==> src/rtl/lte_dl_path_gain_tdm_pkg.sv <==
// rtl/lte_dl_path_gain_tdm_pkg.sv - shared latency, types and rounding helper for the DL per-antenna gain stage
package lte_dl_pkg;

   localparam int LAT = 4;

   typedef struct packed {
      logic signed [15:0] i;
      logic signed [15:0] q;
   } cplx_t;

   // Largest representable gain just below 1.0 for a given number of fractional bits.
   function automatic logic [63:0] unity_gain(input int frac);
      return (64'd1 << frac) - 64'd1;
   endfunction

   // Round half up, then arithmetic shift right by frac.
   function automatic logic signed [63:0] rnd_shr(input logic signed [63:0] v, input int frac);
      logic signed [63:0] half;
      half = (frac > 0) ? (64'sd1 <<< (frac - 1)) : 64'sd0;
      return (v + half) >>> frac;
   endfunction

endpackage

==> src/rtl/lte_dl_path_gain_tdm_if.sv <==
// rtl/lte_dl_path_gain_tdm_if.sv - config and TDM sample bus of the DL gain stage
interface lte_dl_path_gain_tdm_if #(
   parameter int N_ANT = 8,
   parameter int DW    = 16,
   parameter int GW    = 16
) ();
   localparam int AW = (N_ANT > 1) ? $clog2(N_ANT) : 1;

   logic            i_cfg_we;
   logic [AW-1:0]   i_cfg_addr;
   logic [2*GW-1:0] i_cfg_gain;
   logic            i_cfg_commit;
   logic            i_fram_hd;
   logic            i_ant8_sel;
   logic [2*DW-1:0] i_data;
   logic            i_data_valid;
   logic            o_fram_hd;
   logic            o_ant8_sel;
   logic [2*DW-1:0] o_data;
   logic            o_data_valid;
   logic            o_commit_pend;
   logic            o_sat;

   modport master (
      output i_cfg_we, i_cfg_addr, i_cfg_gain, i_cfg_commit,
      output i_fram_hd, i_ant8_sel, i_data, i_data_valid,
      input  o_fram_hd, o_ant8_sel, o_data, o_data_valid, o_commit_pend, o_sat
   );

   modport slave (
      input  i_cfg_we, i_cfg_addr, i_cfg_gain, i_cfg_commit,
      input  i_fram_hd, i_ant8_sel, i_data, i_data_valid,
      output o_fram_hd, o_ant8_sel, o_data, o_data_valid, o_commit_pend, o_sat
   );

endinterface

==> src/rtl/lte_dl_path_gain_tdm_cplx_mult_rnd.sv <==
// rtl/lte_dl_path_gain_tdm_cplx_mult_rnd.sv - S2..S4 complex multiply, round-half-up, clamp or wrap
// Define DL_GAIN_SAT_EN to clamp each component to DW bits and flag clipping; otherwise results wrap.
module lte_cplx_mult_rnd
   import lte_dl_pkg::*;
#(
   parameter int DW   = 16,
   parameter int GW   = 16,
   parameter int FRAC = 15
) (
   input  logic            clk,
   input  logic            rst,
   input  logic            vld_i,
   input  logic [2*DW-1:0] x_i,
   input  logic [2*GW-1:0] g_i,
   output logic [2*DW-1:0] y_o,
   output logic            sat_o
);
   localparam int PW = DW + GW;
   localparam int SW = DW + GW + 1;
`ifdef DL_GAIN_SAT_EN
   localparam int RW = SW;
   localparam logic signed [RW-1:0] MAXV = RW'((64'sd1 <<< (DW - 1)) - 64'sd1);
   localparam logic signed [RW-1:0] MINV = RW'(-(64'sd1 <<< (DW - 1)));
`else
   // Wrapping keeps only the low DW bits, so the rounded sum is stored at that width.
   localparam int RW = DW;
`endif

   logic signed [DW-1:0] xi, xq;
   logic signed [GW-1:0] gi, gq;
   logic signed [PW-1:0] pii_q, pqq_q, piq_q, pqi_q;
   logic signed [SW-1:0] sre, sim;
   logic signed [RW-1:0] re_d, im_d, re_q, im_q;
   logic [DW-1:0]        yi_d, yq_d, yi_q, yq_q;
   logic                 v2_q, v3_q;

   assign xi = x_i[2*DW-1:DW];
   assign xq = x_i[DW-1:0];
   assign gi = g_i[2*GW-1:GW];
   assign gq = g_i[GW-1:0];

   always_comb begin
      sre  = SW'(pii_q) - SW'(pqq_q);
      sim  = SW'(piq_q) + SW'(pqi_q);
      re_d = RW'(rnd_shr(64'(sre), FRAC));
      im_d = RW'(rnd_shr(64'(sim), FRAC));
   end

`ifdef DL_GAIN_SAT_EN
   logic sat_d, sat_q;

   always_comb begin
      yi_d  = re_q[DW-1:0];
      yq_d  = im_q[DW-1:0];
      sat_d = 1'b0;
      if (re_q > MAXV) begin
         yi_d  = MAXV[DW-1:0];
         sat_d = 1'b1;
      end else if (re_q < MINV) begin
         yi_d  = MINV[DW-1:0];
         sat_d = 1'b1;
      end
      if (im_q > MAXV) begin
         yq_d  = MAXV[DW-1:0];
         sat_d = 1'b1;
      end else if (im_q < MINV) begin
         yq_d  = MINV[DW-1:0];
         sat_d = 1'b1;
      end
   end

   always_ff @(posedge clk) begin
      if (rst) begin
         sat_q <= 1'b0;
      end else if (v3_q) begin
         sat_q <= sat_d;
      end
   end

   assign sat_o = sat_q;
`else
   always_comb begin
      yi_d = re_q;
      yq_d = im_q;
   end

   assign sat_o = 1'b0;
`endif

   // Each stage only loads on a valid sample so idle cycles hold the last result.
   always_ff @(posedge clk) begin
      if (rst) begin
         pii_q <= '0;
         pqq_q <= '0;
         piq_q <= '0;
         pqi_q <= '0;
         re_q  <= '0;
         im_q  <= '0;
         yi_q  <= '0;
         yq_q  <= '0;
         v2_q  <= 1'b0;
         v3_q  <= 1'b0;
      end else begin
         v2_q <= vld_i;
         v3_q <= v2_q;
         if (vld_i) begin
            pii_q <= PW'(xi) * PW'(gi);
            pqq_q <= PW'(xq) * PW'(gq);
            piq_q <= PW'(xi) * PW'(gq);
            pqi_q <= PW'(xq) * PW'(gi);
         end
         if (v2_q) begin
            re_q <= re_d;
            im_q <= im_d;
         end
         if (v3_q) begin
            yi_q <= yi_d;
            yq_q <= yq_d;
         end
      end
   end

   assign y_o = {yi_q, yq_q};

endmodule

==> src/rtl/lte_dl_path_gain_tdm.sv <==
// rtl/lte_dl_path_gain_tdm.sv - per-antenna complex gain on a TDM DL stream with double-buffered gain tables
// Optional clip-and-flag output stage is enabled by defining DL_GAIN_SAT_EN.
module lte_dl_path_gain_tdm
   import lte_dl_pkg::*;
#(
   parameter int N_ANT = 8,
   parameter int DW    = 16,
   parameter int GW    = 16,
   parameter int FRAC  = 15
) (
   input logic                 clk,
   input logic                 asy_rst,
   lte_dl_path_gain_tdm_if.slave dl_io
);
   localparam int              AW       = (N_ANT > 1) ? $clog2(N_ANT) : 1;
   localparam logic [GW-1:0]   UNITY_I  = GW'(unity_gain(FRAC));
   localparam logic [2*GW-1:0] GAIN_ONE = {UNITY_I, {GW{1'b0}}};

   logic [2*GW-1:0] shadow_q [N_ANT];
   logic [2*GW-1:0] active_q [N_ANT];
   logic [AW-1:0]   cnt_q, cnt_d;
   logic            pend_q, pend_d;
   logic            hd_v, apply;
   logic [AW-1:0]   slot;
   logic [2*GW-1:0] gain_sel;
   logic [2*DW-1:0] x1_q;
   logic [2*GW-1:0] g1_q;
   logic [2:0]      side_q [LAT];

   always_comb begin
      hd_v  = dl_io.i_data_valid & dl_io.i_fram_hd;
      apply = hd_v & pend_q;
      slot  = hd_v ? '0 : cnt_q;
      // A header applying a commit must already see the new table for its own slot 0.
      gain_sel = apply ? shadow_q[slot] : active_q[slot];

      cnt_d = cnt_q;
      if (hd_v) begin
         cnt_d = (N_ANT == 1) ? '0 : AW'(1);
      end else if (dl_io.i_data_valid) begin
         cnt_d = (cnt_q == AW'(N_ANT - 1)) ? '0 : cnt_q + AW'(1);
      end

      pend_d = pend_q;
      if (apply) begin
         pend_d = 1'b0;
      end else if (dl_io.i_cfg_commit) begin
         pend_d = 1'b1;
      end
   end

   always_ff @(posedge clk) begin
      if (asy_rst) begin
         cnt_q  <= '0;
         pend_q <= 1'b0;
         x1_q   <= '0;
         g1_q   <= '0;
         for (int k = 0; k < N_ANT; k++) begin
            shadow_q[k] <= GAIN_ONE;
            active_q[k] <= GAIN_ONE;
         end
         for (int k = 0; k < LAT; k++) begin
            side_q[k] <= '0;
         end
      end else begin
         cnt_q  <= cnt_d;
         pend_q <= pend_d;
         if (dl_io.i_cfg_we && ({1'b0, dl_io.i_cfg_addr} < (AW + 1)'(N_ANT))) begin
            shadow_q[dl_io.i_cfg_addr] <= dl_io.i_cfg_gain;
         end
         if (apply) begin
            for (int k = 0; k < N_ANT; k++) begin
               active_q[k] <= shadow_q[k];
            end
         end
         if (dl_io.i_data_valid) begin
            x1_q <= dl_io.i_data;
            g1_q <= gain_sel;
         end
         side_q[0] <= {dl_io.i_data_valid, dl_io.i_fram_hd, dl_io.i_ant8_sel};
         for (int k = 1; k < LAT; k++) begin
            side_q[k] <= side_q[k-1];
         end
      end
   end

   lte_cplx_mult_rnd #(
      .DW   (DW),
      .GW   (GW),
      .FRAC (FRAC)
   ) u_mult (
      .clk   (clk),
      .rst   (asy_rst),
      .vld_i (side_q[0][2]),
      .x_i   (x1_q),
      .g_i   (g1_q),
      .y_o   (dl_io.o_data),
      .sat_o (dl_io.o_sat)
   );

   assign dl_io.o_data_valid  = side_q[LAT-1][2];
   assign dl_io.o_fram_hd     = side_q[LAT-1][1];
   assign dl_io.o_ant8_sel    = side_q[LAT-1][0];
   assign dl_io.o_commit_pend = pend_q;

endmodule

==> src/flat_wrapper.sv <==
// flat-port wrapper written by rule: the top's interface ports become plain ports
module lte_dl_path_gain_tdm_flat import lte_dl_pkg::*;
#(
   parameter int N_ANT = 8,
   parameter int DW    = 16,
   parameter int GW    = 16,
   parameter int FRAC  = 15
)
  (clk, asy_rst, dl_io_i_cfg_we, dl_io_i_cfg_addr, dl_io_i_cfg_gain, dl_io_i_cfg_commit, dl_io_i_fram_hd, dl_io_i_ant8_sel, dl_io_i_data, dl_io_i_data_valid, dl_io_o_fram_hd, dl_io_o_ant8_sel, dl_io_o_data, dl_io_o_data_valid, dl_io_o_commit_pend, dl_io_o_sat);
  lte_dl_path_gain_tdm_if #(.N_ANT(N_ANT), .DW(DW), .GW(GW)) dl_io_i ();
  input logic clk;
  input logic asy_rst;
  input wire logic [$bits(dl_io_i.i_cfg_we)-1:0] dl_io_i_cfg_we;
  input wire logic [$bits(dl_io_i.i_cfg_addr)-1:0] dl_io_i_cfg_addr;
  input wire logic [$bits(dl_io_i.i_cfg_gain)-1:0] dl_io_i_cfg_gain;
  input wire logic [$bits(dl_io_i.i_cfg_commit)-1:0] dl_io_i_cfg_commit;
  input wire logic [$bits(dl_io_i.i_fram_hd)-1:0] dl_io_i_fram_hd;
  input wire logic [$bits(dl_io_i.i_ant8_sel)-1:0] dl_io_i_ant8_sel;
  input wire logic [$bits(dl_io_i.i_data)-1:0] dl_io_i_data;
  input wire logic [$bits(dl_io_i.i_data_valid)-1:0] dl_io_i_data_valid;
  output wire logic [$bits(dl_io_i.o_fram_hd)-1:0] dl_io_o_fram_hd;
  output wire logic [$bits(dl_io_i.o_ant8_sel)-1:0] dl_io_o_ant8_sel;
  output wire logic [$bits(dl_io_i.o_data)-1:0] dl_io_o_data;
  output wire logic [$bits(dl_io_i.o_data_valid)-1:0] dl_io_o_data_valid;
  output wire logic [$bits(dl_io_i.o_commit_pend)-1:0] dl_io_o_commit_pend;
  output wire logic [$bits(dl_io_i.o_sat)-1:0] dl_io_o_sat;
  assign dl_io_i.i_cfg_we = dl_io_i_cfg_we;
  assign dl_io_i.i_cfg_addr = dl_io_i_cfg_addr;
  assign dl_io_i.i_cfg_gain = dl_io_i_cfg_gain;
  assign dl_io_i.i_cfg_commit = dl_io_i_cfg_commit;
  assign dl_io_i.i_fram_hd = dl_io_i_fram_hd;
  assign dl_io_i.i_ant8_sel = dl_io_i_ant8_sel;
  assign dl_io_i.i_data = dl_io_i_data;
  assign dl_io_i.i_data_valid = dl_io_i_data_valid;
  assign dl_io_o_fram_hd = dl_io_i.o_fram_hd;
  assign dl_io_o_ant8_sel = dl_io_i.o_ant8_sel;
  assign dl_io_o_data = dl_io_i.o_data;
  assign dl_io_o_data_valid = dl_io_i.o_data_valid;
  assign dl_io_o_commit_pend = dl_io_i.o_commit_pend;
  assign dl_io_o_sat = dl_io_i.o_sat;
  lte_dl_path_gain_tdm #(.N_ANT(N_ANT), .DW(DW), .GW(GW), .FRAC(FRAC)) u_core (.clk(clk), .asy_rst(asy_rst), .dl_io(dl_io_i));
endmodule
==> config.mk <==
export PLATFORM = sky130hd
export DESIGN_NAME = lte_dl_path_gain_tdm_flat
export DESIGN_NICKNAME = d
export VERILOG_FILES = /design/src/rtl/lte_dl_path_gain_tdm_pkg.sv /design/src/rtl/lte_dl_path_gain_tdm_if.sv /design/src/rtl/lte_dl_path_gain_tdm_cplx_mult_rnd.sv /design/src/rtl/lte_dl_path_gain_tdm.sv /design/src/flat_wrapper.sv
export SDC_FILE = /design/constraint.sdc
export NUM_CORES = 2
export LEC_CHECK = 0
export ABC_AREA = 0
export CAP_MARGIN = 15
export CORE_MARGIN = 2
export CORE_UTILIZATION = 45
export DETAILED_ROUTE_END_ITERATION = 10
export DONT_BUFFER_PORTS = 1
export GPL_ROUTABILITY_DRIVEN = 0
export PLACE_DENSITY = 0.62
export SYNTH_ARGS = -nofsm -noshare
export SYNTH_HDL_FRONTEND = slang
export SYNTH_HIERARCHICAL = 1
export SYNTH_SLANG_ARGS = --single-unit
==> constraint.sdc <==
create_clock -name clk -period 17.7 [get_ports clk]
set_input_delay 4.425 -clock clk [delete_from_list [all_inputs] [get_ports clk]]
set_output_delay 4.425 -clock clk [all_outputs]
set_load 0.02 [all_outputs]
==> flow_summary.ini <==
[logic_synthesis]
synthesis.nets = 8612
synth_edf_count = 512
yosysWarnings = 6
synth_commonest_cells = inv_1, fa_1, and2_1, nand2_1, edfxtp_1
synth-seq-cells = 782
async_flop_share_pct = 0
ys_types = 87
avgSynthCellArea_um2 = 10.3
synth.most_common_cell = inv_1
ys.flop_type = edfxtp_1
yosysSeqAreaShare_pct = 28.6
netlist_instances = 7078
synth_largest_area_cell = fa_1
synth_top_cell_area_share_pct = 28.2
netlist_area_um2 = 72600
synthTopCellsByArea = fa_1, edfxtp_1, ha_1

[floorplanning]
coreArea_um2 = 160000
io_pins = 111
dieArea_um2 = 164000
dieHeight_um = 406
initial_core_util_pct = 45.2
rows = 147
dieWidth_um = 406

[min_path]
hp-start = u_core/side_q[0][0]
min-delay-path-class = reg -> reg

[clock_network]
post_cts_resized = 0
h-tree-depth = 3
cts_root_buffer = clkbuf_16
cts_tree = built
cts_sinks = 782
post_cts_buffers = 0
cts_buffers = 90
cts_hold_buf = 0
clk_pin_slew_ps = 60
cts_max_path_buffers = 3
clk_latency_ps = 780

[timing]
post-route-period-util_pct = 41.2
worst_hold_slack_ps = 438
worstMarginPinSlew_ps = 1490
max_freq_ghz = 0.137
slew_headroom_pct = 0.444
skew_ps = 82.7
fin_crit_ps = 7290
hold_violations = 0
rsz0062_at_grt = false
setup_tns_ps = 0
finalSetupViolations = 0
slew_violations = 0

[critical_path]
required_ps = 18300
path_class = reg -> reg
cp_top_family = adder cells
worst_ep_arrival_time_ps = 7890
cp_num_buf_inv = 4
slowest_delay_ps = 810
crit_start = u_core/g1_q[1]
reg2reg_from = u_core/g1_q[1]
cp_common_cell = fa_1
crit_chain = buf_4 -> nand2_1 -> fa_1 -> fa_1 -> fa_1 -> inv_1 -> fa_1 -> fa_1 -> inv_1 -> fa_1 -> inv_1 -> ha_1 -> o21a_1 -> o211ai_1 -> a211oi_1 -> nand2_1 -> nor4_1 -> o31ai_1 -> o21ai_1 -> xnor2_1 -> a211oi_1
endpoint_kind = flop
cp_max_fo = 33
critPathSlowestCell = nor4_1
startpoint_type = flop

[place]
place_area_um2 = 74400
io_buffers = 0
dp.cells = 8941
hpwl_um = 135000

[power]
switching_share_pct = 42.2
power-per-cell-area_nw_per_um2 = 108
power_frac_seq_pct = 26.8
leakage_nw = 34.6
p_int_w = 0.00483
p_switching_w = 0.00353
pwr-share-comb_pct = 50.5
power_frac_clock_pct = 22.7
fin_total_pwr_w = 0.00835
vdd_ir_drop_max_mv = 0.113

[grt]
grt_pass1_vias = 51500
overflow = 0
grt_start_max_net_pins = 443
grt_pass1_wl_um = 304000
antenna_found_initial = 14
grt_use_total_pct = 24.2

[run_status]
violations = DRC
status = complete, but fails checks

[cells_and_area]
areaGrowthSynthToFinish_pct = 6.82
nets = 8409
drive_gt1_share_pct = 4.43
fin_cells = 9112
design_area_um2 = 77500
fill_cells = 14800

[routing]
drt-pass1-iter-count = 8
drc = 4
wl_um = 195000
drtIter0Drc = 3445
viasPerCell = 5.36
wl_per_cell_um = 21.4
vias = 48800
postRouteAntennaNets = 0

[run]
max-cap-violations = 0
[per-stage QoR]
step / worst slack (ps) / util [%]
after detailed placement: 10100 / 46.4
after CTS: 10440 / 48.3
after floorplan: 8980 / -
final: 10410 / 48.3
after global routing: 10080 / 48.3
after global placement: 10150 / 46.4
[routing by layer]
| layer | up-vias | share of wire (%) | global-route usage, % |
|---|---|---|---|
| met2 | 1506 | 47 | 39.6 |
| met1 | 24800 | 42 | 31.8 |
| li1 | 22100 | - | - |
| met4 | 4 | 4.4 | 9.83 |
| met5 | - | 0.014 | 0 |
| met3 | 357 | 6.7 | 4.43 |
[final timing paths]
| check | end | slack, ps | cells past startpoint |
|---|---|---|---|
| max reg2reg | u_core/u_mult/piq_q[30] | 10410 | 21 |
| min | u_core/side_q[1][0] | 440 | 1 |
| min reg2reg | u_core/side_q[1][0] | 440 | 1 |
| max | u_core/u_mult/piq_q[30] | 10410 | 21 |
[layout make-up]
type	instances	area [µm²]	share of cell area, %
antenna	6	15.0	0.0194
clock buffer	118	2500	3.23
clock inverter	45	497	0.641
inverter	1164	4370	5.64
multi-input combinational	4740	45800	59.1
sequential	782	20800	26.8
tap	2160	2700	3.49
timing repair buffer	97	793	1.02
[cell usage in the layout (no fill, tap or decap), types with 41 or more instances in the layout]
| cell | Yosys | routed |
|---|---|---|
| a211oi_1 | 41 | 41 |
| a21o_1 | 60 | 60 |
| a21oi_1 | 144 | 144 |
| a31oi_1 | 49 | 49 |
| and2_1 | 702 | 702 |
| buf_4 | 2 | 93 |
| clkbuf_16 | 0 | 93 |
| dfxtp_1 | 270 | 267 |
| edfxtp_1 | 512 | 512 |
| fa_1 | 1024 | 1024 |
| ha_1 | 436 | 436 |
| inv_1 | 1163 | 1162 |
| mux2i_1 | 245 | 245 |
| nand2_1 | 620 | 618 |
| nand2b_1 | 65 | 65 |
| nor2_1 | 372 | 371 |
| nor2b_1 | 86 | 86 |
| o21ai_0 | 68 | 68 |
| or3_1 | 193 | 193 |
| xnor2_1 | 117 | 117 |
| xor2_1 | 41 | 41 |
[registers in the layout (all words and copies together) (netlist names), 31 cells and up]
register,flops
u_core/g1_q,32
u_core/x1_q,32
u_core/shadow_q,256
u_core/u_mult/pqq_q,31
u_core/u_mult/pqi_q,31
u_core/u_mult/piq_q,31
u_core/u_mult/pii_q,31
u_core/active_q,256
[cell families (layout without fill, tap and decap cells)]
kind of cell	count (synthesis)	count (layout)	synth area share, %
xor gates and xnor gates	158	158	1.91
adders and majority gates	1460	1460	35.8
buffers and inverters	1556	1424	8.23
AOI/OAI and AO/OA	661	661	6.37
and+or+nand+nor	2213	2213	15.7
other	1	7	0.00517
DFF	782	782	28.6
muxes	247	247	3.41
[power groups by stage]
stage / Clock, W / Combinational, W / Sequential [W]
floorplan: 0 / 0.00306 / 0.00220
global placement: 0 / 0.00412 / 0.00227
detailed placement: 0 / 0.00419 / 0.00228
CTS: 0.00194 / 0.00421 / 0.00224
global route: 0.00200 / 0.00472 / 0.00225
finish: 0.00189 / 0.00422 / 0.00224
[worst register-to-register path: stages (launching register included)]
cell	delay, ps
dfxtp_1	310
buf_4	420
nand2_1	220
fa_1	550
fa_1	550
fa_1	530
inv_1	60
fa_1	450
fa_1	520
inv_1	50
fa_1	470
inv_1	40
ha_1	380
o21a_1	160
o211ai_1	120
a211oi_1	620
nand2_1	160
nor4_1	810
o31ai_1	240
o21ai_1	200
xnor2_1	90
a211oi_1	220
(Power assumes the default switching activity.)
